### src/rtl/ysyx_22050710_bpu.sv
// Branch unit: direct-mapped BTB with saturating counters plus a registered branch resolver.
// Latency: lookup is combinational (0 cycles); resolve results appear 1 cycle after i_valid.
// Backpressure: none; accepts one resolve per cycle, back-to-back, and never stalls.
// Ports: i_fetch_pc -> o_pred_taken/o_pred_target (fetch-side lookup);
//        i_valid/i_brfunc/i_pc/i_imm/i_rs1data/i_rs2data/i_pred_* -> o_valid/o_dnpc/o_redirect;
//        o_br_cnt/o_mispred_cnt count resolved branches and mispredicts.
module ysyx_22050710_bpu #(
  parameter int XLEN        = 64,
  parameter int BTB_ENTRIES = 16,
  parameter int CNT_BITS    = 2
) (
  input  logic            i_clk,
  input  logic            i_rst_n,
  input  logic [XLEN-1:0] i_fetch_pc,
  output logic            o_pred_taken,
  output logic [XLEN-1:0] o_pred_target,
  input  logic            i_valid,
  input  logic [3:0]      i_brfunc,
  input  logic [XLEN-1:0] i_pc,
  input  logic [XLEN-1:0] i_imm,
  input  logic [XLEN-1:0] i_rs1data,
  input  logic [XLEN-1:0] i_rs2data,
  input  logic            i_pred_taken,
  input  logic [XLEN-1:0] i_pred_target,
  output logic            o_valid,
  output logic [XLEN-1:0] o_dnpc,
  output logic            o_redirect,
  output logic [31:0]     o_br_cnt,
  output logic [31:0]     o_mispred_cnt
);

  localparam int IDX_W = $clog2(BTB_ENTRIES);
  localparam int TAG_W = XLEN - IDX_W - 2;
  localparam logic [CNT_BITS-1:0] CNT_MAX = '1;
  // Weakly taken: MSB set, remaining bits clear.
  localparam logic [CNT_BITS-1:0] CNT_WT  = {1'b1, {(CNT_BITS-1){1'b0}}};

  localparam logic [3:0] BR_JAL  = 4'b0001;
  localparam logic [3:0] BR_JALR = 4'b0010;
  localparam logic [3:0] BR_BEQ  = 4'b0100;
  localparam logic [3:0] BR_BNE  = 4'b0101;
  localparam logic [3:0] BR_BLT  = 4'b0110;
  localparam logic [3:0] BR_BGE  = 4'b0111;
  localparam logic [3:0] BR_BLTU = 4'b1110;
  localparam logic [3:0] BR_BGEU = 4'b1111;

  // BTB storage; only the valid bits need reset.
  logic [BTB_ENTRIES-1:0] btb_vld_q;
  logic [TAG_W-1:0]       btb_tag_q [BTB_ENTRIES];
  logic [XLEN-1:0]        btb_tgt_q [BTB_ENTRIES];
  logic [CNT_BITS-1:0]    btb_cnt_q [BTB_ENTRIES];

  // ---------------- Fetch-side lookup ----------------
  logic [IDX_W-1:0] f_idx;
  logic [TAG_W-1:0] f_tag;
  logic             f_hit;

  assign f_idx = i_fetch_pc[IDX_W+1:2];
  assign f_tag = i_fetch_pc[XLEN-1:IDX_W+2];
  assign f_hit = btb_vld_q[f_idx] && (btb_tag_q[f_idx] == f_tag);

  assign o_pred_taken  = f_hit && btb_cnt_q[f_idx][CNT_BITS-1];
  assign o_pred_target = o_pred_taken ? btb_tgt_q[f_idx] : i_fetch_pc + XLEN'(4);

  // ---------------- Resolve ----------------
  logic            is_jump, is_cond, is_op;
  logic            taken, mispred;
  logic [XLEN-1:0] jalr_sum, target, dnpc_d;

  always_comb begin
    is_jump = 1'b0;
    is_cond = 1'b0;
    taken   = 1'b0;
    unique case (i_brfunc)
      BR_JAL, BR_JALR: begin is_jump = 1'b1; taken = 1'b1; end
      BR_BEQ:  begin is_cond = 1'b1; taken = (i_rs1data == i_rs2data); end
      BR_BNE:  begin is_cond = 1'b1; taken = (i_rs1data != i_rs2data); end
      BR_BLT:  begin is_cond = 1'b1; taken = ($signed(i_rs1data) <  $signed(i_rs2data)); end
      BR_BGE:  begin is_cond = 1'b1; taken = ($signed(i_rs1data) >= $signed(i_rs2data)); end
      BR_BLTU: begin is_cond = 1'b1; taken = (i_rs1data <  i_rs2data); end
      BR_BGEU: begin is_cond = 1'b1; taken = (i_rs1data >= i_rs2data); end
      default: ;
    endcase
  end

  assign is_op    = is_jump || is_cond;
  assign jalr_sum = i_rs1data + i_imm;
  assign target   = (i_brfunc == BR_JALR) ? {jalr_sum[XLEN-1:1], 1'b0} : i_pc + i_imm;
  assign dnpc_d   = taken ? target : i_pc + XLEN'(4);
  // A "none" op with a taken prediction also lands here and redirects to pc+4.
  assign mispred  = (taken != i_pred_taken) || (taken && (target != i_pred_target));

  // ---------------- BTB update ----------------
  logic [IDX_W-1:0]    r_idx;
  logic [TAG_W-1:0]    r_tag;
  logic                r_hit, upd_en;
  logic [CNT_BITS-1:0] cnt_q_sel, cnt_d;

  assign r_idx     = i_pc[IDX_W+1:2];
  assign r_tag     = i_pc[XLEN-1:IDX_W+2];
  assign r_hit     = btb_vld_q[r_idx] && (btb_tag_q[r_idx] == r_tag);
  assign cnt_q_sel = btb_cnt_q[r_idx];
  // Misses allocate only when taken; hits always train.
  assign upd_en    = i_valid && is_op && (r_hit || taken);

  always_comb begin
    cnt_d = cnt_q_sel;
    if (!r_hit)       cnt_d = is_jump ? CNT_MAX : CNT_WT;
    else if (is_jump) cnt_d = CNT_MAX;
    else if (taken)   cnt_d = (cnt_q_sel == CNT_MAX) ? CNT_MAX : cnt_q_sel + 1'b1;
    else              cnt_d = (cnt_q_sel == '0) ? '0 : cnt_q_sel - 1'b1;
  end

  // ---------------- Registered state ----------------
  logic            vld_q, redir_q;
  logic [XLEN-1:0] dnpc_q;
  logic [31:0]     br_cnt_q, mis_cnt_q;

  always_ff @(posedge i_clk or negedge i_rst_n) begin
    if (!i_rst_n) begin
      vld_q     <= 1'b0;
      redir_q   <= 1'b0;
      dnpc_q    <= '0;
      br_cnt_q  <= '0;
      mis_cnt_q <= '0;
      btb_vld_q <= '0;
    end else begin
      vld_q   <= i_valid;
      redir_q <= i_valid && mispred;
      if (i_valid) begin
        dnpc_q <= dnpc_d;
        if (is_op)   br_cnt_q  <= br_cnt_q + 32'd1;
        if (mispred) mis_cnt_q <= mis_cnt_q + 32'd1;
      end
      if (upd_en) btb_vld_q[r_idx] <= 1'b1;
    end
  end

  always_ff @(posedge i_clk) begin
    if (upd_en) begin
      btb_tag_q[r_idx] <= r_tag;
      btb_cnt_q[r_idx] <= cnt_d;
      if (taken) btb_tgt_q[r_idx] <= target;
    end
  end

  assign o_valid       = vld_q;
  assign o_dnpc        = dnpc_q;
  assign o_redirect    = redir_q;
  assign o_br_cnt      = br_cnt_q;
  assign o_mispred_cnt = mis_cnt_q;

endmodule

### config.mk
export PLATFORM = sky130hd
export DESIGN_NAME = ysyx_22050710_bpu
export DESIGN_NICKNAME = d
export VERILOG_FILES = /design/src/rtl/ysyx_22050710_bpu.sv
export SDC_FILE = /design/constraint.sdc
export NUM_CORES = 2
export LEC_CHECK = 0
export BUFFER_PORTS_ARGS = -buffer_cell sky130_fd_sc_hd__clkbuf_2
export CAP_MARGIN = 40
export CORE_MARGIN = 2
export CORE_UTILIZATION = 60
export DETAILED_ROUTE_END_ITERATION = 7
export PLACE_DENSITY = 0.79
export SKIP_LAST_GASP = 1
export SYNTH_ARGS = -nofsm -noshare
export SYNTH_HDL_FRONTEND = slang
export SYNTH_SLANG_ARGS = --single-unit
### constraint.sdc
create_clock -name i_clk -period 12.7 [get_ports i_clk]
set_clock_uncertainty 0.1 [all_clocks]
set_input_delay 1.27 -clock i_clk [delete_from_list [all_inputs] [get_ports i_clk]]
set_output_delay 1.27 -clock i_clk [all_outputs]
set_load 0.02 [all_outputs]
After elaboration in Yosys (flattened, before gate mapping)
Memories as Yosys holds them, arrays and structs flattened.
Cells that the tools add are included.
{"block": "totals", "regBits": 146, "ram_bits": 1984, "in_bits": 392, "n_memories": 3, "word_cells": 79, "out_inout_bits": 195}
{"name": "btb_tgt_q", "depth": 16, "word_bits": 64, "rd": 1, "rd_ports_with_merged_regs": 0, "wr": 1, "line": "50", "text": "logic [XLEN-1:0] btb_tgt_q [BTB_ENTRIES];"}
{"name": "btb_tag_q", "depth": 16, "word_bits": 58, "rd": 2, "rd_ports_with_merged_regs": 0, "wr": 1, "line": "49", "text": "logic [TAG_W-1:0] btb_tag_q [BTB_ENTRIES];"}
{"name": "btb_cnt_q", "depth": 16, "word_bits": 2, "rd": 2, "rd_ports_with_merged_regs": 0, "wr": 1, "line": "51", "text": "logic [CNT_BITS-1:0] btb_cnt_q [BTB_ENTRIES];"}
{"block": "classes", "n_addsub": 8, "magnitude_cmp": 7, "eq_ne": 15, "reduce_logical": 16, "n_mux": 23, "n_bitwise": 1}
{"op": "$mux W64", "count": 3}
{"op": "$add A64 B3 Y64 const B", "count": 2}
{"op": "$add A64 B64 Y64", "count": 2}
{"op": "$ge A64 B64 Y1", "count": 2}
{"op": "$lt A64 B64 Y1", "count": 2}
{"op": "$ne A64 B64 Y1", "count": 2}
{"op": "$eq A58 B58 Y1", "count": 2}
{"op": "$add A32 B1 Y32 const B", "count": 2}
{"op": "$eq A64 B64 Y1", "count": 1}
{"op": "$eq A4 B3 Y1 const B", "count": 4}
{"op": "$or A16 B16 Y16", "count": 1}
{"op": "$mux W1", "count": 11}
{"op": "$lt A4 B5 Y1 const B", "count": 2}
{"op": "$mux W2", "count": 5}
{"op": "$bmux W1 S4", "count": 2}
{"op": "$eq A4 B4 Y1 const B", "count": 2}
{"op": "$logic_and A1 B1 Y1", "count": 8}
{"op": "$pmux W1 S7", "count": 1}
{"op": "$reduce_or A6 Y1", "count": 1}
{"op": "$demux W1 S4", "count": 1}
{"op": "$eq A4 B1 Y1 const B", "count": 1}
{"op": "$eq A4 B2 Y1 const B", "count": 1}
{"op": "$ge A4 B1 Y1 const B", "count": 1}
{"op": "$reduce_and A2 Y1", "count": 2}
{"op": "other kinds (7)", "count": 9}

Longest topological paths before layout
{"block": "depth", "depth_word": 8, "ltp_mapped": 19, "depth_no_buf": 17}

Worst setup path before layout
No wires, ideal clock.
{"block": "synth_timing", "kind": "input to register", "start": "input port i_pc[2]", "end": "register btb_vld_q[0]", "slack_ns": 3.146, "arrival_ns": 9.364, "n_path_buf": 4, "cell_stages": 15, "required_time_ns": 12.510, "setup_ns": 0.090, "path_cell_list": "clkbuf_1 > buf_2 > buf_1 > buf_1 > mux4_2 > mux4_2 > xor2_1 > nor4_1 > nand4_1 > nor2_1 > o21ai_0 > inv_1 > nand2_1 > nor3_1 > or2_2"}
{"block": "synth_between", "elab_chain_cells": 5, "word_cells_on_any_way": 13, "cone_classes": "order compare: 2; eq/ne: 1; mux: 4; bitwise: 1; reduce/logical: 4; memory: 1"}
{"element": "start, declared", "line": "19", "text": "input logic [XLEN-1:0] i_pc,"}
{"element": "$mem_v2 Z16 W58 (tied with other cells)"}
{"element": "$eq A58 B58 Y1 (tied with other cells)", "line": "101", "text": "assign r_hit = btb_vld_q[r_idx] && (btb_tag_q[r_idx] == r_tag);"}
{"element": "$logic_and A1 B1 Y1 or $mux W1 (tied branches)", "line": "101, 135"}
{"element": "$logic_or A1 B1 Y1 or $demux W1 S4 (tied branches)", "line": "104, 135"}
{"element": "$logic_and A1 B1 Y1 or $or A16 B16 Y16 (tied branches)"}
{"element": "end signal, assigned", "line": "126", "text": "btb_vld_q <= '0;"}
{"element": "end signal, assigned by index", "line": "135", "text": "if (upd_en) btb_vld_q[r_idx] <= 1'b1;"}
{"element": "end, declared", "line": "48", "text": "logic [BTB_ENTRIES-1:0] btb_vld_q;"}
Several ways; a longest one is shown, not always the timed one. The select of a mux whose other input is x is not followed.
A chain may end at the register's enable or synchronous reset.

Worst setup path after layout
{"block": "layout_timing", "start": "input port i_fetch_pc[2]", "end": "output port o_pred_target[59]"}
{"block": "layout_between", "elab_chain_cells": 5, "word_cells_on_any_way": 10, "cone_classes": "add/sub: 1; eq/ne: 1; mux: 3; reduce/logical: 2; memory: 3"}
{"element": "start, declared", "line": "14", "text": "input logic [XLEN-1:0] i_fetch_pc,"}
{"element": "branches (longest 4 deep; another with $add A64 B3 Y64)"}
{"element": "$mux W64 *", "line": "63", "text": "assign o_pred_target = o_pred_taken ? btb_tgt_q[f_idx] : i_fetch_pc + XLEN'(4);"}
{"element": "end, declared", "line": "16", "text": "output logic [XLEN-1:0] o_pred_target,"}
Mark *: on every way between the ends. The select of a mux whose other input is x is not followed.

==> impl_results.rst <==
.. list-table::
   :header-rows: 1

   * - Metric
     - Value
   * - Fraction of the cycle the final worst path needs
     - 68.59%
   * - Cell-by-cell trace of the critical path
     - buf_8 -> buf_4 -> mux4_2 -> mux4_2 -> xnor2_1 -> nand4_1 -> nor4_1 -> nand4_1 -> buf_4 -> buf_4 -> nor2_1 -> a21oi_1 -> clkbuf_2
   * - I/O pins
     - roughly 590
   * - Largest net degree at the start of global routing
     - about 130
   * - Share of the core filled with cells in the final layout
     - between 60% and 70%
   * - Critical path startpoint category
     - primary input
   * - Critical Setup Path Class
     - in2out
   * - R2r worst-path depth
     - 13
   * - Violated checks
     - DRC
   * - CTS resizes
     - 0
   * - Via count
     - slightly above 70,000
   * - Max capacitance violation total
     - 0
   * - FMAX
     - ~0.11 GHz
   * - Number of enable flip-flop cells after synthesis
     - 1,984
   * - Final hold violations
     - 0
   * - Library cell occupying the most area in the post-synthesis netlist
     - edfxtp_1
   * - Initial Utilization
     - about three fifths
   * - Adder-cell area share of the yosys netlist
     - under 10%
   * - Final setup fails
     - 0
   * - Antenna violations before repair
     - 54
   * - Top area cells in the synthesized netlist
     - edfxtp_1 (57%), mux4_2 (20%), dfrtp_1 (3.5%)
   * - Headroom to the max-slew limit
     - between 30% and 40%
   * - Post-Synthesis Cells
     - between 6,000 and 7,000
   * - Reported net switching power
     - between 4000 and 5000 uW
   * - Static leakage
     - 0.04058 uW
   * - Number of hold-repair buffers added at the cts stage
     - 0
   * - Area share of the leading cell type in the synthesized netlist
     - about 57%
   * - Layout Area Growth over Synthesis
     - 13.67%
   * - Chip width
     - roughly 420 um
   * - Classification of the worst-slack hold path
     - in2async
   * - Highest net fanout along the worst path
     - 85
   * - Gr ovfl total
     - 0
   * - Via/cell ratio
     - 7.500
   * - Total count of max-transition violations in the final report
     - 0
   * - Clock tree from TritonCTS
     - built
   * - Switch share
     - 27.98%
   * - Number of buffer and inverter stages on the critical path
     - 5
   * - Clock latency on the worst-skew pair
     - ~0.9 ns
   * - Global-route wire length before repair
     - roughly 560 mm
   * - Synth unique cells
     - between 90 and 100
   * - Final Routed Wirelength
     - 403.5 mm
   * - Arrival time of data at the critical path endpoint
     - between 7 and 8 ns
   * - Async set-or-reset flop fraction in the synthesized netlist
     - 6.854%
   * - Mux cell area share after synthesis
     - about a fifth
   * - Part of the total power dissipated in the clock network
     - about 37%
   * - Detailed-routing iteration count for the pre-antenna-repair pass
     - 8
   * - Clk Tree Root Cell
     - clkbuf_16
   * - Post-synthesis simple-gate area fraction
     - 5.902%
   * - Mapped Avg Cell Area
     - between 15 and 20 um^2
   * - Buffer count from post-CTS setup fixing
     - 0
   * - Final ANT Viol Nets
     - 0
   * - Fraction of layout cells with a size suffix above 1
     - 29.28%
   * - Height of the chip
     - between 400 and 500 um
   * - Compound-gate portion of the synthesized area
     - under 10%
   * - Setup slack of the most critical reg-to-reg path
     - approximately 6.0 ns
   * - Max stage delay on crit path
     - 1.01 ns
   * - IR drop worst, VDD
     - 171.5 uV
   * - Routability congestion estimate
     - slightly above 1
   * - Most used flip-flop cell after synthesis
     - edfxtp_1
   * - Master of the slowest instance on the critical path
     - nor4_1
   * - Warning count from the yosys run
     - 0
   * - Filler instances
     - ~11,000
   * - Syn Nets
     - 7,012
   * - Total Die Area
     - between 150,000 and 200,000 um^2
   * - Crit end category
     - output port
   * - XOR/XNOR Fraction of Synth Area
     - between 3 and 4%
   * - Post-Place Setup Slack
     - 4.392 ns
   * - Cell mode on critical path
     - buf_4
   * - Crit path required time
     - ~11 ns
   * - Run status
     - finished with violations
   * - Final setup slack of the worst path
     - between 3 and 4 ns
   * - Number of levels the H-tree was split into
     - 4
   * - Row count
     - around 150
   * - Half-perimeter wire length after detailed placement
     - ~260 mm
   * - Port-buffer cells
     - 586
   * - Drc violations
     - 14
   * - CTS sink cnt
     - roughly 2,100
   * - Gate power share
     - between 15 and 20%
   * - Unrepaired setup endpoints after global routing
     - false
   * - Leading post-synthesis cells by instance count
     - edfxtp_1 (1,984), mux4_2 (914), nand2_1 (355)
   * - Power density over the cells
     - 144.8 nW/um^2
   * - Floorplan Core Area
     - approximately 170,000 um^2
   * - Aggregate negative setup slack
     - 0 ns
   * - Clock slew at the register clock pins of the worst setup and hold paths
     - about 0.070 ns
   * - Total instance count after detailed placement
     - about 9,200
   * - Sequential share of power
     - between 40 and 50%
   * - Kind of cell with the highest combined delay on the critical path
     - simple AND/OR/NAND/NOR gates
   * - Vias in the first global route
     - 70,680
   * - Synthesis-stage register bit count
     - roughly 2,100
   * - Routed len/inst
     - 41.90 um
   * - Slew at the pin closest to its max-slew limit
     - just over 1 ns
   * - Sequential share of the synthesized area
     - approximately three fifths
   * - Number of nets in the layout
     - between 7,000 and 8,000
   * - Crit Reg-Reg Endpoint
     - btb_tag_q[10][54]
   * - Launch instance of the worst register-to-register path
     - btb_tag_q[7][24]
   * - Internal power
     - 12,390 uW
   * - Most common cell in the netlist
     - edfxtp_1
   * - Cell Count, Final, Fillers Out
     - 9,630
   * - Total global routing track utilization
     - 45.48%
   * - CTS buffer count
     - 202
   * - DRC violation total after the first TritonRoute iteration
     - about 14,000
   * - Combinational family with the most area after synthesis
     - multiplexers
   * - Tmin final
     - ~8.7 ns
   * - Maximum buffer depth of the clock tree
     - 3
   * - Mapped cell area
     - ~100,000 um^2
-- worst reg2reg max path: stages, from the launching register on --
cell      delay (ns)
edfxtp_1        0.45
mux4_2          0.53
mux4_2          0.49
xnor2_1         0.58
nand4_1         0.23
nor2_1          0.55
nand4_1         0.24
nor2_1          0.72
o21ai_0         0.36
inv_1           0.21
nand2_1         0.26
nor2_4          0.76
buf_4           0.43
buf_16          0.36
-- layout make-up --
class                   count  area (um^2)  share of cell area (%)
diodes                     36        90.09                 0.07579
clock buffers             254         5351                   4.502
clock inverters           123         1519                   1.278
inverters                 164        615.6                  0.5179
multi-input cells        3778        39670                   33.38
flip-flops and latches   2130        63230                   53.20
well taps                2325         2909                   2.447
repair buffers            820         5475                   4.606
-- layout by cell type, fill, tap and decap left out, types with 38 or more instances in the layout --
master,count
dfrtp_1,146
ha_1,196
clkinv_2,38
buf_4,179
edfxtp_1,1984
clkinv_1,40
a221o_1,44
xnor2_1,267
nor4_1,38
mux4_2,914
nor2_1,325
nor3_1,86
inv_1,162
and3_1,51
clkbuf_16,203
xor2_1,182
nand2_1,355
clkbuf_1,43
a21o_1,38
nand4_1,138
o21ai_0,166
clkbuf_2,577
a21oi_1,311
nand3_1,110
-- power by group through the flow --
stage	sequential [uW]	clock, uW	combinational (uW)
floorplan	8270	0	1340
finish	8100	6370	2740
CTS	8090	6330	2590
global route	8100	6570	2790
detailed placement	8230	0	2550
global placement	8220	0	2460
-- how the worst max path moves through the flow --
| stage | start | endpoint | slack [ns] | cells after the start |
|---|---|---|---|---|
| after floorplan | i_pc[2] | btb_vld_q[0] | 3.15 | 15 |
| after global placement | i_pc[2] | btb_tag_q[14][54] | 4.10 | 16 |
| after detailed placement | i_fetch_pc[2] | o_pred_target[5] | 4.39 | 14 |
| after CTS | i_fetch_pc[2] | o_pred_target[5] | 4.35 | 14 |
| after global routing | i_fetch_pc[2] | o_pred_target[5] | 3.90 | 14 |
| final | i_fetch_pc[2] | o_pred_target[59] | 3.99 | 13 |
-- logic make-up (layout without fill, tap and decap cells) --
group / count (synthesis) / after routing
AND/OR/NAND/NOR: 1289 / 1289
other: 0 / 36
AO/OA/AOI/OAI: 878 / 878
XOR/XNOR: 454 / 454
multiplexers: 958 / 958
buffers and inverters: 514 / 1361
adder cells (fa/ha/maj): 199 / 199
flip-flops: 2130 / 2130
-- per-stage QoR --
step,instance area (um^2),hold slack [ns],power [uW]
global route,118800,0.2540,17460
global placement,110900,0.3571,10680
floorplan,104600,0.3569,9602
CTS,118700,0.2274,17010
finish,118900,0.2360,17210
detailed placement,111800,0.3764,10780
-- flip-flops by register name, summed over array words and instances, names as in the netlist --
| register | flops |
|---|---|
| btb_vld_q | 16 |
| btb_tag_q | 928 |
| o_dnpc | 64 |
| btb_tgt_q | 1024 |
| o_redirect | 1 |
| o_br_cnt | 32 |
| btb_cnt_q | 32 |
| o_valid | 1 |
| o_mispred_cnt | 32 |
-- per-layer routing --
metal  global-route usage [%]  vias to the layer above  share of wire [%]
li1                         -                    27510                  -
met1                    56.45                    35880                 31
met2                    64.48                     7148                 43
met3                    15.86                     1646                 16
met4                    38.27                       32                 11
met5                  0.02688                        -              0.051
No activity file was read; power rests on OpenSTA's default activity.
